$ cat src/rtl/hazard_ctrl_if.sv
// Request and status bundle between the pipeline and the hazard controller.
// The slave modport is the controller's view; master is the pipeline's view.
interface hazard_ctrl_if #(
  parameter int STAGES = 6,
  parameter int NREQ   = 2,
  parameter int SIDX_W = 3,
  parameter int CNT_W  = 6,
  parameter int PERF_W = 32
);
  logic [NREQ-1:0]        req_stall;
  logic [NREQ*SIDX_W-1:0] req_stage;
  logic                   mc_start;
  logic [CNT_W-1:0]       mc_cycles;
  logic [SIDX_W-1:0]      mc_stage;
  logic                   flush_req;
  logic [SIDX_W-1:0]      flush_stage;
  logic [STAGES-1:0]      stall_o;
  logic [STAGES-1:0]      flush_o;
  logic                   mc_busy;
  logic                   mc_err;
  logic [PERF_W-1:0]      stall_cycles;

  modport master (
    output req_stall, req_stage, mc_start, mc_cycles, mc_stage, flush_req, flush_stage,
    input  stall_o, flush_o, mc_busy, mc_err, stall_cycles
  );

  modport slave (
    input  req_stall, req_stage, mc_start, mc_cycles, mc_stage, flush_req, flush_stage,
    output stall_o, flush_o, mc_busy, mc_err, stall_cycles
  );
endinterface

$ cat src/rtl/hazard_ctrl.sv
// Pipeline stall/flush controller. Merges single-cycle stall requests, one
// multi-cycle stall source and one branch flush into per-stage hold/clear masks.
// Stage 0 is the PC; a stall at stage k holds stages k..0.
module hazard_ctrl #(
  parameter int STAGES = 6,
  parameter int NREQ   = 2,
  parameter int SIDX_W = 3,
  parameter int CNT_W  = 6,
  parameter int PERF_W = 32
) (
  input logic          clk,
  input logic          rst,
  hazard_ctrl_if.slave bus
);

  typedef enum logic {MC_IDLE = 1'b0, MC_BUSY = 1'b1} mc_state_t;
  typedef enum logic {FL_NONE = 1'b0, FL_PEND = 1'b1} fl_state_t;

  // Bits [k:0] set; any k at or beyond the last stage yields all ones.
  function automatic logic [STAGES-1:0] stage_mask(input logic [SIDX_W-1:0] k);
    logic [STAGES-1:0] m;
    m = {STAGES{1'b0}};
    for (int i = 0; i < STAGES; i++) begin
      m[i] = (i <= int'(k));
    end
    return m;
  endfunction

  // Map a stage index onto a valid stall bit (out-of-range means last stage).
  function automatic logic [SIDX_W-1:0] clamp_idx(input logic [SIDX_W-1:0] k);
    logic [SIDX_W-1:0] r;
    if (int'(k) > STAGES - 1) begin
      r = SIDX_W'(STAGES - 1);
    end else begin
      r = k;
    end
    return r;
  endfunction

  localparam logic [STAGES-1:0] NO_PC = ~(STAGES'(1));

  mc_state_t         mc_state_r, mc_state_s;
  logic [CNT_W-1:0]  cnt_r, cnt_s;
  logic [SIDX_W-1:0] mc_stage_r, mc_stage_s;
  logic              mc_err_r, mc_err_s;
  fl_state_t         fl_state_r, fl_state_s;
  logic [SIDX_W-1:0] fs_r, fs_s;
  logic [PERF_W-1:0] perf_r;
  logic [STAGES-1:0] stall_s;
  logic [STAGES-1:0] flush_s;

  // Same-cycle stall mask: OR of all request masks plus the multi-cycle hold.
  always_comb begin
    stall_s = {STAGES{1'b0}};
    for (int i = 0; i < NREQ; i++) begin
      stall_s = stall_s | (stage_mask(bus.req_stage[i*SIDX_W +: SIDX_W])
                           & {STAGES{bus.req_stall[i]}});
    end
    stall_s = stall_s | (stage_mask(mc_stage_r) & {STAGES{mc_state_r == MC_BUSY}});
    stall_s = stall_s & {STAGES{~rst}};
  end

  // Multi-cycle stall FSM: next state, down-counter and reject pulse.
  always_comb begin
    mc_state_s = mc_state_r;
    cnt_s      = cnt_r;
    mc_stage_s = mc_stage_r;
    mc_err_s   = 1'b0;
    case (mc_state_r)
      MC_IDLE: begin
        if (bus.mc_start && (bus.mc_cycles != {CNT_W{1'b0}})) begin
          mc_state_s = MC_BUSY;
          cnt_s      = bus.mc_cycles - CNT_W'(1);
          mc_stage_s = bus.mc_stage;
        end else begin
          mc_state_s = MC_IDLE;
        end
      end
      MC_BUSY: begin
        mc_err_s = bus.mc_start;
        if (cnt_r == {CNT_W{1'b0}}) begin
          mc_state_s = MC_IDLE;
        end else begin
          cnt_s = cnt_r - CNT_W'(1);
        end
      end
      default: begin
        mc_state_s = MC_IDLE;
        cnt_s      = {CNT_W{1'b0}};
      end
    endcase
  end

  // Flush FSM: flush now if the target stage is free, else remember it until it is.
  // The flush mask is also cleared wherever a stall holds, so stall always wins.
  always_comb begin
    fl_state_s = fl_state_r;
    fs_s       = fs_r;
    flush_s    = {STAGES{1'b0}};
    case (fl_state_r)
      FL_NONE: begin
        if (bus.flush_req) begin
          if (stall_s[clamp_idx(bus.flush_stage)]) begin
            fl_state_s = FL_PEND;
            fs_s       = bus.flush_stage;
          end else begin
            flush_s = stage_mask(bus.flush_stage) & NO_PC & ~stall_s;
          end
        end else begin
          fl_state_s = FL_NONE;
        end
      end
      FL_PEND: begin
        if (!stall_s[clamp_idx(fs_r)]) begin
          flush_s    = stage_mask(fs_r) & NO_PC & ~stall_s;
          fl_state_s = FL_NONE;
        end else begin
          fl_state_s = FL_PEND;
        end
      end
      default: begin
        fl_state_s = FL_NONE;
      end
    endcase
    flush_s = flush_s & {STAGES{~rst}};
  end

  // State registers for both FSMs and the registered reject pulse.
  always_ff @(posedge clk or posedge rst) begin
    if (rst) begin
      mc_state_r <= MC_IDLE;
      cnt_r      <= {CNT_W{1'b0}};
      mc_stage_r <= {SIDX_W{1'b0}};
      mc_err_r   <= 1'b0;
      fl_state_r <= FL_NONE;
      fs_r       <= {SIDX_W{1'b0}};
    end else begin
      mc_state_r <= mc_state_s;
      cnt_r      <= cnt_s;
      mc_stage_r <= mc_stage_s;
      mc_err_r   <= mc_err_s;
      fl_state_r <= fl_state_s;
      fs_r       <= fs_s;
    end
  end

  // Saturating count of cycles in which any stage was held.
  always_ff @(posedge clk or posedge rst) begin
    if (rst) begin
      perf_r <= {PERF_W{1'b0}};
    end else if ((|stall_s) && (perf_r != {PERF_W{1'b1}})) begin
      perf_r <= perf_r + PERF_W'(1);
    end else begin
      perf_r <= perf_r;
    end
  end

  assign bus.stall_o      = stall_s;
  assign bus.flush_o      = flush_s;
  assign bus.mc_busy      = (mc_state_r == MC_BUSY);
  assign bus.mc_err       = mc_err_r;
  assign bus.stall_cycles = perf_r;

endmodule

$ cat src/flat_wrapper.sv
// flat-port wrapper written by rule: the top's interface ports become plain ports
module hazard_ctrl_flat 
#(
  parameter int STAGES = 6,
  parameter int NREQ   = 2,
  parameter int SIDX_W = 3,
  parameter int CNT_W  = 6,
  parameter int PERF_W = 32
)
  (clk, rst, bus_req_stall, bus_req_stage, bus_mc_start, bus_mc_cycles, bus_mc_stage, bus_flush_req, bus_flush_stage, bus_stall_o, bus_flush_o, bus_mc_busy, bus_mc_err, bus_stall_cycles);
  hazard_ctrl_if #(.STAGES(STAGES), .NREQ(NREQ), .SIDX_W(SIDX_W), .CNT_W(CNT_W), .PERF_W(PERF_W)) bus_i ();
  input logic clk;
  input logic rst;
  input wire logic [$bits(bus_i.req_stall)-1:0] bus_req_stall;
  input wire logic [$bits(bus_i.req_stage)-1:0] bus_req_stage;
  input wire logic [$bits(bus_i.mc_start)-1:0] bus_mc_start;
  input wire logic [$bits(bus_i.mc_cycles)-1:0] bus_mc_cycles;
  input wire logic [$bits(bus_i.mc_stage)-1:0] bus_mc_stage;
  input wire logic [$bits(bus_i.flush_req)-1:0] bus_flush_req;
  input wire logic [$bits(bus_i.flush_stage)-1:0] bus_flush_stage;
  output wire logic [$bits(bus_i.stall_o)-1:0] bus_stall_o;
  output wire logic [$bits(bus_i.flush_o)-1:0] bus_flush_o;
  output wire logic [$bits(bus_i.mc_busy)-1:0] bus_mc_busy;
  output wire logic [$bits(bus_i.mc_err)-1:0] bus_mc_err;
  output wire logic [$bits(bus_i.stall_cycles)-1:0] bus_stall_cycles;
  assign bus_i.req_stall = bus_req_stall;
  assign bus_i.req_stage = bus_req_stage;
  assign bus_i.mc_start = bus_mc_start;
  assign bus_i.mc_cycles = bus_mc_cycles;
  assign bus_i.mc_stage = bus_mc_stage;
  assign bus_i.flush_req = bus_flush_req;
  assign bus_i.flush_stage = bus_flush_stage;
  assign bus_stall_o = bus_i.stall_o;
  assign bus_flush_o = bus_i.flush_o;
  assign bus_mc_busy = bus_i.mc_busy;
  assign bus_mc_err = bus_i.mc_err;
  assign bus_stall_cycles = bus_i.stall_cycles;
  hazard_ctrl #(.STAGES(STAGES), .NREQ(NREQ), .SIDX_W(SIDX_W), .CNT_W(CNT_W), .PERF_W(PERF_W)) u_core (.clk(clk), .rst(rst), .bus(bus_i));
endmodule
$ cat config.mk
export PLATFORM = sky130hd
export DESIGN_NAME = hazard_ctrl_flat
export DESIGN_NICKNAME = d
export VERILOG_FILES = /design/src/rtl/hazard_ctrl_if.sv /design/src/rtl/hazard_ctrl.sv /design/src/flat_wrapper.sv
export SDC_FILE = /design/constraint.sdc
export NUM_CORES = 1
export LEC_CHECK = 0
export CORE_ASPECT_RATIO = 0.5
export CORE_MARGIN = 3
export CORE_UTILIZATION = 40
export CTS_CLUSTER_SIZE = 25
export DETAILED_ROUTE_END_ITERATION = 7
export PLACE_DENSITY = 0.67
export SLEW_MARGIN = 0
export SYNTH_ARGS = -nofsm -noshare
export SYNTH_HDL_FRONTEND = slang
export SYNTH_SLANG_ARGS = --single-unit
export TNS_END_PERCENT = 1
$ cat constraint.sdc
create_clock -name clk -period 5.25 [get_ports clk]
set_input_delay 1.05 -clock clk [delete_from_list [all_inputs] [get_ports clk]]
set_output_delay 1.05 -clock clk [all_outputs]
set_load 0.005 [all_outputs]
# After elaboration in Yosys (flattened, before gate mapping)
# Cells that the tools add are included.
[totals]
ff_bits = 47
input_bits = 24
out_inout_bits = 46
elab_cells = 87
[classes]
n_addsub = 3
order_cmp = 29
n_eq_ne = 3
mux = 24
bitwise_logic = 13
reduce_logical = 8
[op_table]
columns = ["cell", "count"]
rows = [
  ["$and 6x6->6", 7],
  ["$add 32x1->32 const B", 1],
  ["$ne 32x32->1 const B", 1],
  ["$le 2x3->1 const A", 10],
  ["$le 3x3->1 const A", 10],
  ["$mux 6", 5],
  ["$pmux 6 s2", 2],
  ["$le 1x3->1 const A", 5],
  ["$mux 3", 5],
  ["$or 6x6->6", 2],
  ["$sub 6x1->6 const B", 2],
  ["$lt 3x4->1 const B", 2],
  ["$mux 1", 8],
  ["$bmux 1 s3", 2],
  ["$gt 3x3->1 const B", 2],
  ["$logic_not 6->1", 1],
  ["$not 6->6", 1],
  ["$reduce_bool 6->1", 1],
  ["$reduce_or 6->1", 1],
  ["$pmux 1 s2", 2],
  ["$reduce_and 2->1", 2],
  ["$not 1->1", 3],
  ["$reduce_and 3->1", 1],
  ["$logic_and 1x1->1", 2],
  ["other kinds (2)", 2],
]

# Logic depth before layout (Yosys ltp)
[depth]
ltp_word = 11
ltp_mapped = 8
ltp_nobuf = 6

# Worst setup path after synthesis
# No wires, ideal clock.
[synth_path]
path_kind = "input to output"
startpoint = "input rst"
endpoint = "output bus_flush_o[3]"
arrival_ps = 2961
required_ps = 4200
path_slack_ps = 1239
cell_stages = 6
cell_sequence = "clkbuf_1 inv_1 and2_1 o211a_1 nand3_1 a21boi_0"
[synth_between]
elab_chain_len = 8
[synth_lines]
columns = ["element", "line_no", "text"]
rows = [
  ["start: declaration", "flat_wrapper.sv:13", "input logic rst;"],
  ["$not 1->1 (*)", "hazard_ctrl.sv:60, hazard_ctrl.sv:125", ""],
  ["$and 6x6->6", "hazard_ctrl.sv:60", "stall_s = stall_s & {STAGES{~rst}};"],
  ["$bmux 1 s3 or $not 6->6 (tied branches)", "hazard_ctrl.sv:103, hazard_ctrl.sv:107, hazard_ctrl.sv:115", ""],
  ["$mux 1 (implied by the code) or $and 6x6->6 (tied branches)", "hazard_ctrl.sv:103, hazard_ctrl.sv:107", ""],
  ["$mux 6", "hazard_ctrl.sv:103", "if (stall_s[clamp_idx(bus.flush_stage)]) begin"],
  ["$mux 6", "hazard_ctrl.sv:102", "if (bus.flush_req) begin"],
  ["$pmux 6 s2", "hazard_ctrl.sv:100", "case (fl_state_r)"],
  ["$and 6x6->6 (*)", "hazard_ctrl.sv:125", "flush_s = flush_s & {STAGES{~rst}};"],
  ["end: declaration", "flat_wrapper.sv:22", "output wire logic [$bits(bus_i.flush_o)-1:0] bus_flush_o;"],
]
# Every way passes the cells marked *; elsewhere a longest branch is shown, timed or not. The select of a mux whose other input is x is not followed.

# Final worst setup path
[layout_path]
startpoint = "input bus_req_stall[0]"
endpoint = "output bus_flush_o[2]"
[layout_between]
elab_chain_len = 10
[layout_lines]
columns = ["element", "line_no", "text"]
rows = [
  ["start: declaration", "flat_wrapper.sv:14", "input wire logic [$bits(bus_i.req_stall)-1:0] bus_req_stall;"],
  ["$and 6x6->6 (*)", "hazard_ctrl.sv:57", "& {STAGES{bus.req_stall[i]}});"],
  ["$or 6x6->6 (*)", "hazard_ctrl.sv:56", "stall_s = stall_s | (stage_mask(bus.req_stage[i*SIDX_W +: SIDX_W])"],
  ["$or 6x6->6 (*)", "hazard_ctrl.sv:59", "stall_s = stall_s | (stage_mask(mc_stage_r) & {STAGES{mc_state_r == MC_BUSY}});"],
  ["$and 6x6->6 (*)", "hazard_ctrl.sv:60", ""],
  ["$bmux 1 s3 or $not 6->6 (tied branches)", "hazard_ctrl.sv:103, hazard_ctrl.sv:107, hazard_ctrl.sv:115", ""],
  ["$mux 1 (implied by the code) or $and 6x6->6 (tied branches)", "hazard_ctrl.sv:103, hazard_ctrl.sv:107", ""],
  ["$mux 6", "hazard_ctrl.sv:103", ""],
  ["$mux 6", "hazard_ctrl.sv:102", ""],
  ["$pmux 6 s2 (*)", "hazard_ctrl.sv:100", ""],
  ["$and 6x6->6 (*)", "hazard_ctrl.sv:125", ""],
]
# Marked as above.

==> results.sh <==
export IMPL_io_buffers=68
export IMPL_ctsResizeCount=0
export IMPL_die_area_um2=8150
export IMPL_layout_nets=388
export IMPL_fp_dieH_um=65.4
export IMPL_synth_flop_cell="dfrtp_1"
export IMPL_ff_latch_area_um2=1180
export IMPL_htreeDepth=2
export IMPL_initial_core_util_pct=43.8
export IMPL_cts_root_buffer="clkbuf_16"
export IMPL_row_count=20
export IMPL_grt_max_degree=48
export IMPL_clock_sinks=47
export IMPL_cts_buffers=5
export IMPL_skew_ps=4.58
export IMPL_timing_final_crit_period_ps=4710
export IMPL_core_um2=6430
export IMPL_reg2reg_to="u_core.bus.stall_cycles[29]"
export IMPL_die_x_um=125
export IMPL_worstSetupEndpoint="bus_flush_o[2]"
export IMPL_drv_slew=0
export IMPL_vias=2567
export IMPL_synthArstFlopShare_pct=100
export IMPL_hold_viol=0
export IMPL_diodes=0
export IMPL_finalSetupViolCount=0
export IMPL_rsz0062_at_grt="false"
export IMPL_finalNonFillerCells=450
export IMPL_boundaryPins=70
export IMPL_drt_iter0_markers=208
export IMPL_peakVddDrop_mv=0.181
export IMPL_yosysWarnings=0
export IMPL_place_area_um2=3550
export IMPL_r2r_setup_slack_ps=2640
export IMPL_cts_tree="done"
export IMPL_syn_num_nets=325
export IMPL_hold_class="reg -> reg"
export IMPL_leakage_nw=1.49
export IMPL_cts_max_path_buffers=2
export IMPL_syn_avg_cell_area_um2=9.43
export IMPL_synth_top_area_cell="dfrtp_1"
export IMPL_gr_total_overflow=0
export IMPL_hpwl_um=5230
export IMPL_synthTopCellsByArea="dfrtp_1 42%, xnor2_1 8.1%, xor2_1 3.7%, nand3_1 3.2%, nand4_1 3.1%"
export IMPL_synth_common_cells="47 x dfrtp_1, 26 x xnor2_1, 23 x nor2_1, 20 x nand2_1, 18 x nand3_1"
export IMPL_critPathCaptureType="primary output"
export IMPL_via_per_inst=5.70
export IMPL_yosysSeqAreaShare_pct=41.7
export IMPL_cts_hold_buf=0
export IMPL_syn_area_um2=2820
export IMPL_worstPathRequired_ps=4200
export IMPL_crit_start="bus_req_stall[0]"
export IMPL_synth_edf_count=0
export IMPL_period_share_pct=89.8
export IMPL_grt_use_total_pct=18.0
export IMPL_cts_clk_slew_worst_paths_ps=60
export IMPL_ys_types=57
export IMPL_critPathKind="in -> out"
export IMPL_grt_pass1_vias=2448
export IMPL_reg2regPathDepth=5
export IMPL_yosysMostFrequentCell="dfrtp_1"
export IMPL_layout_drive_gt1_share_pct=4.97
export IMPL_grt_first_pass_wirelength_um=11800
export IMPL_fillers=574
export IMPL_start_kind="primary input"
export IMPL_drt_pass1_iterations=5
export IMPL_routabilityCongestion=0.884
export IMPL_maxSlewHeadroom_pct=46.1
export IMPL_worstPathMaxFanout=7
export IMPL_insertion_delay_ps=290
export IMPL_fmax_mhz=212
export IMPL_multi_input_area_um2=1550
export IMPL_r2r_start="u_core.bus.mc_busy"
export IMPL_totalNegativeSetupSlack_ps=0
export IMPL_critPathArrivalTime_ps=3660
export IMPL_synthCells=299
export IMPL_worstMarginPinSlew_ps=802
export IMPL_cts_setup_buffers=0
export IMPL_placedCellCount=443
export IMPL_yosysTopAreaCellShare_pct=41.7
export IMPL_status="finished, final reports clean"
export IMPL_synth_seq_cells=47
export IMPL_area_delta_synth_final_pct=31.7
export IMPL_powerDensity_nw_per_um2=389
export IMPL_antenna_found_initial=0
export IMPL_wl_um=7250
export IMPL_wl_per_cell_um=16.1
export IMPL_fin_area_um2=3710
export IMPL_maxCapViolations=0
export IMPL_ant_nets=0
export IMPL_drc=0
## sequential cells by signal (all words and copies together), names as in the netlist
signal,flops
u_core.bus.mc_busy,1
u_core.bus.mc_err,1
u_core.bus.stall_cycles,32
u_core.cnt_r,6
u_core.fl_state_r,1
u_core.fs_r,3
u_core.mc_stage_r,3
## how the worst min path moves through the flow
stage	start	end	slack (ps)	cells after the start
floorplan	u_core.cnt_r[0]	u_core.cnt_r[0]	470	1
global placement	u_core.bus.stall_cycles[31]	u_core.bus.stall_cycles[31]	480	1
detailed placement	u_core.bus.stall_cycles[31]	u_core.bus.stall_cycles[31]	480	1
CTS	u_core.bus.stall_cycles[31]	u_core.bus.stall_cycles[31]	490	1
global route	u_core.bus.stall_cycles[31]	u_core.bus.stall_cycles[31]	510	1
finish	u_core.bus.stall_cycles[31]	u_core.bus.stall_cycles[31]	490	1
## layout make-up
cell class	instances	area share (%)
multi-input combinational	232	41.8
sequential	47	31.7
timing repair buffer	69	18.5
tap	88	2.96
clock buffer	6	3.47
clock inverter	1	0.809
inverter	7	0.708
## metal layers
metal  up-vias  GRT usage [%]  routed length [um]
met5         -              0                   0
met4         0           6.56                 108
met3        11           4.95                 439
met2        77           29.4                3300
met1      1256           23.2                3400
li1       1223              -                   -
## stage by stage
step | hold WS [ps] | setup WS [ps] | util, % | total power, mW
floorplan | 473 | 1240 | - | 0.895
global placement | 478 | 735 | 55.3 | 1.07
detailed placement | 483 | 592 | 55.3 | 1.09
CTS | 494 | 582 | 57.7 | 1.46
global route | 513 | 389 | 57.7 | 1.55
finish | 488 | 537 | 57.7 | 1.45
## power breakdown
group | total [mW] | internal [mW] | switching (mW)
Sequential | 0.583 | 0.447 | 0.137
Clock | 0.355 | 0.222 | 0.133
Combinational | 0.506 | 0.278 | 0.229
## worst max-delay path, cell delays in order
cell             delay [ps]
clkdlybuf4s50_1         510
a222oi_1                770
a21oi_1                 190
a21oi_1                 310
nand2_1                 130
o22ai_1                 190
clkdlybuf4s50_1         520
## placed cells by master, fill, tap and decap left out, types with 7 or more instances in the layout
| master | instances |
|---|---|
| o21ai_0 | 8 |
| dfrtp_1 | 47 |
| nor3_1 | 13 |
| xor2_1 | 12 |
| clkdlybuf4s50_1 | 68 |
| xnor2_1 | 26 |
| nand3_1 | 18 |
| nand4_1 | 14 |
| and3_1 | 7 |
| nand2_1 | 20 |
| nor2_1 | 23 |
## cell families (layout without fill, tap and decap cells)
| family | after synthesis | in the layout | synth area share, % |
|---|---|---|---|
| other cells | 1 | 1 | 0.133 |
| xor+xnor | 38 | 38 | 11.8 |
| compound gates | 56 | 56 | 14.5 |
| fa+ha+maj | 2 | 2 | 0.888 |
| flops | 47 | 47 | 41.7 |
| simple gates | 125 | 125 | 23.9 |
| mux | 10 | 10 | 3.86 |
| buf+inv | 20 | 83 | 3.15 |
Note: power is estimated with default switching activity, not from simulation.
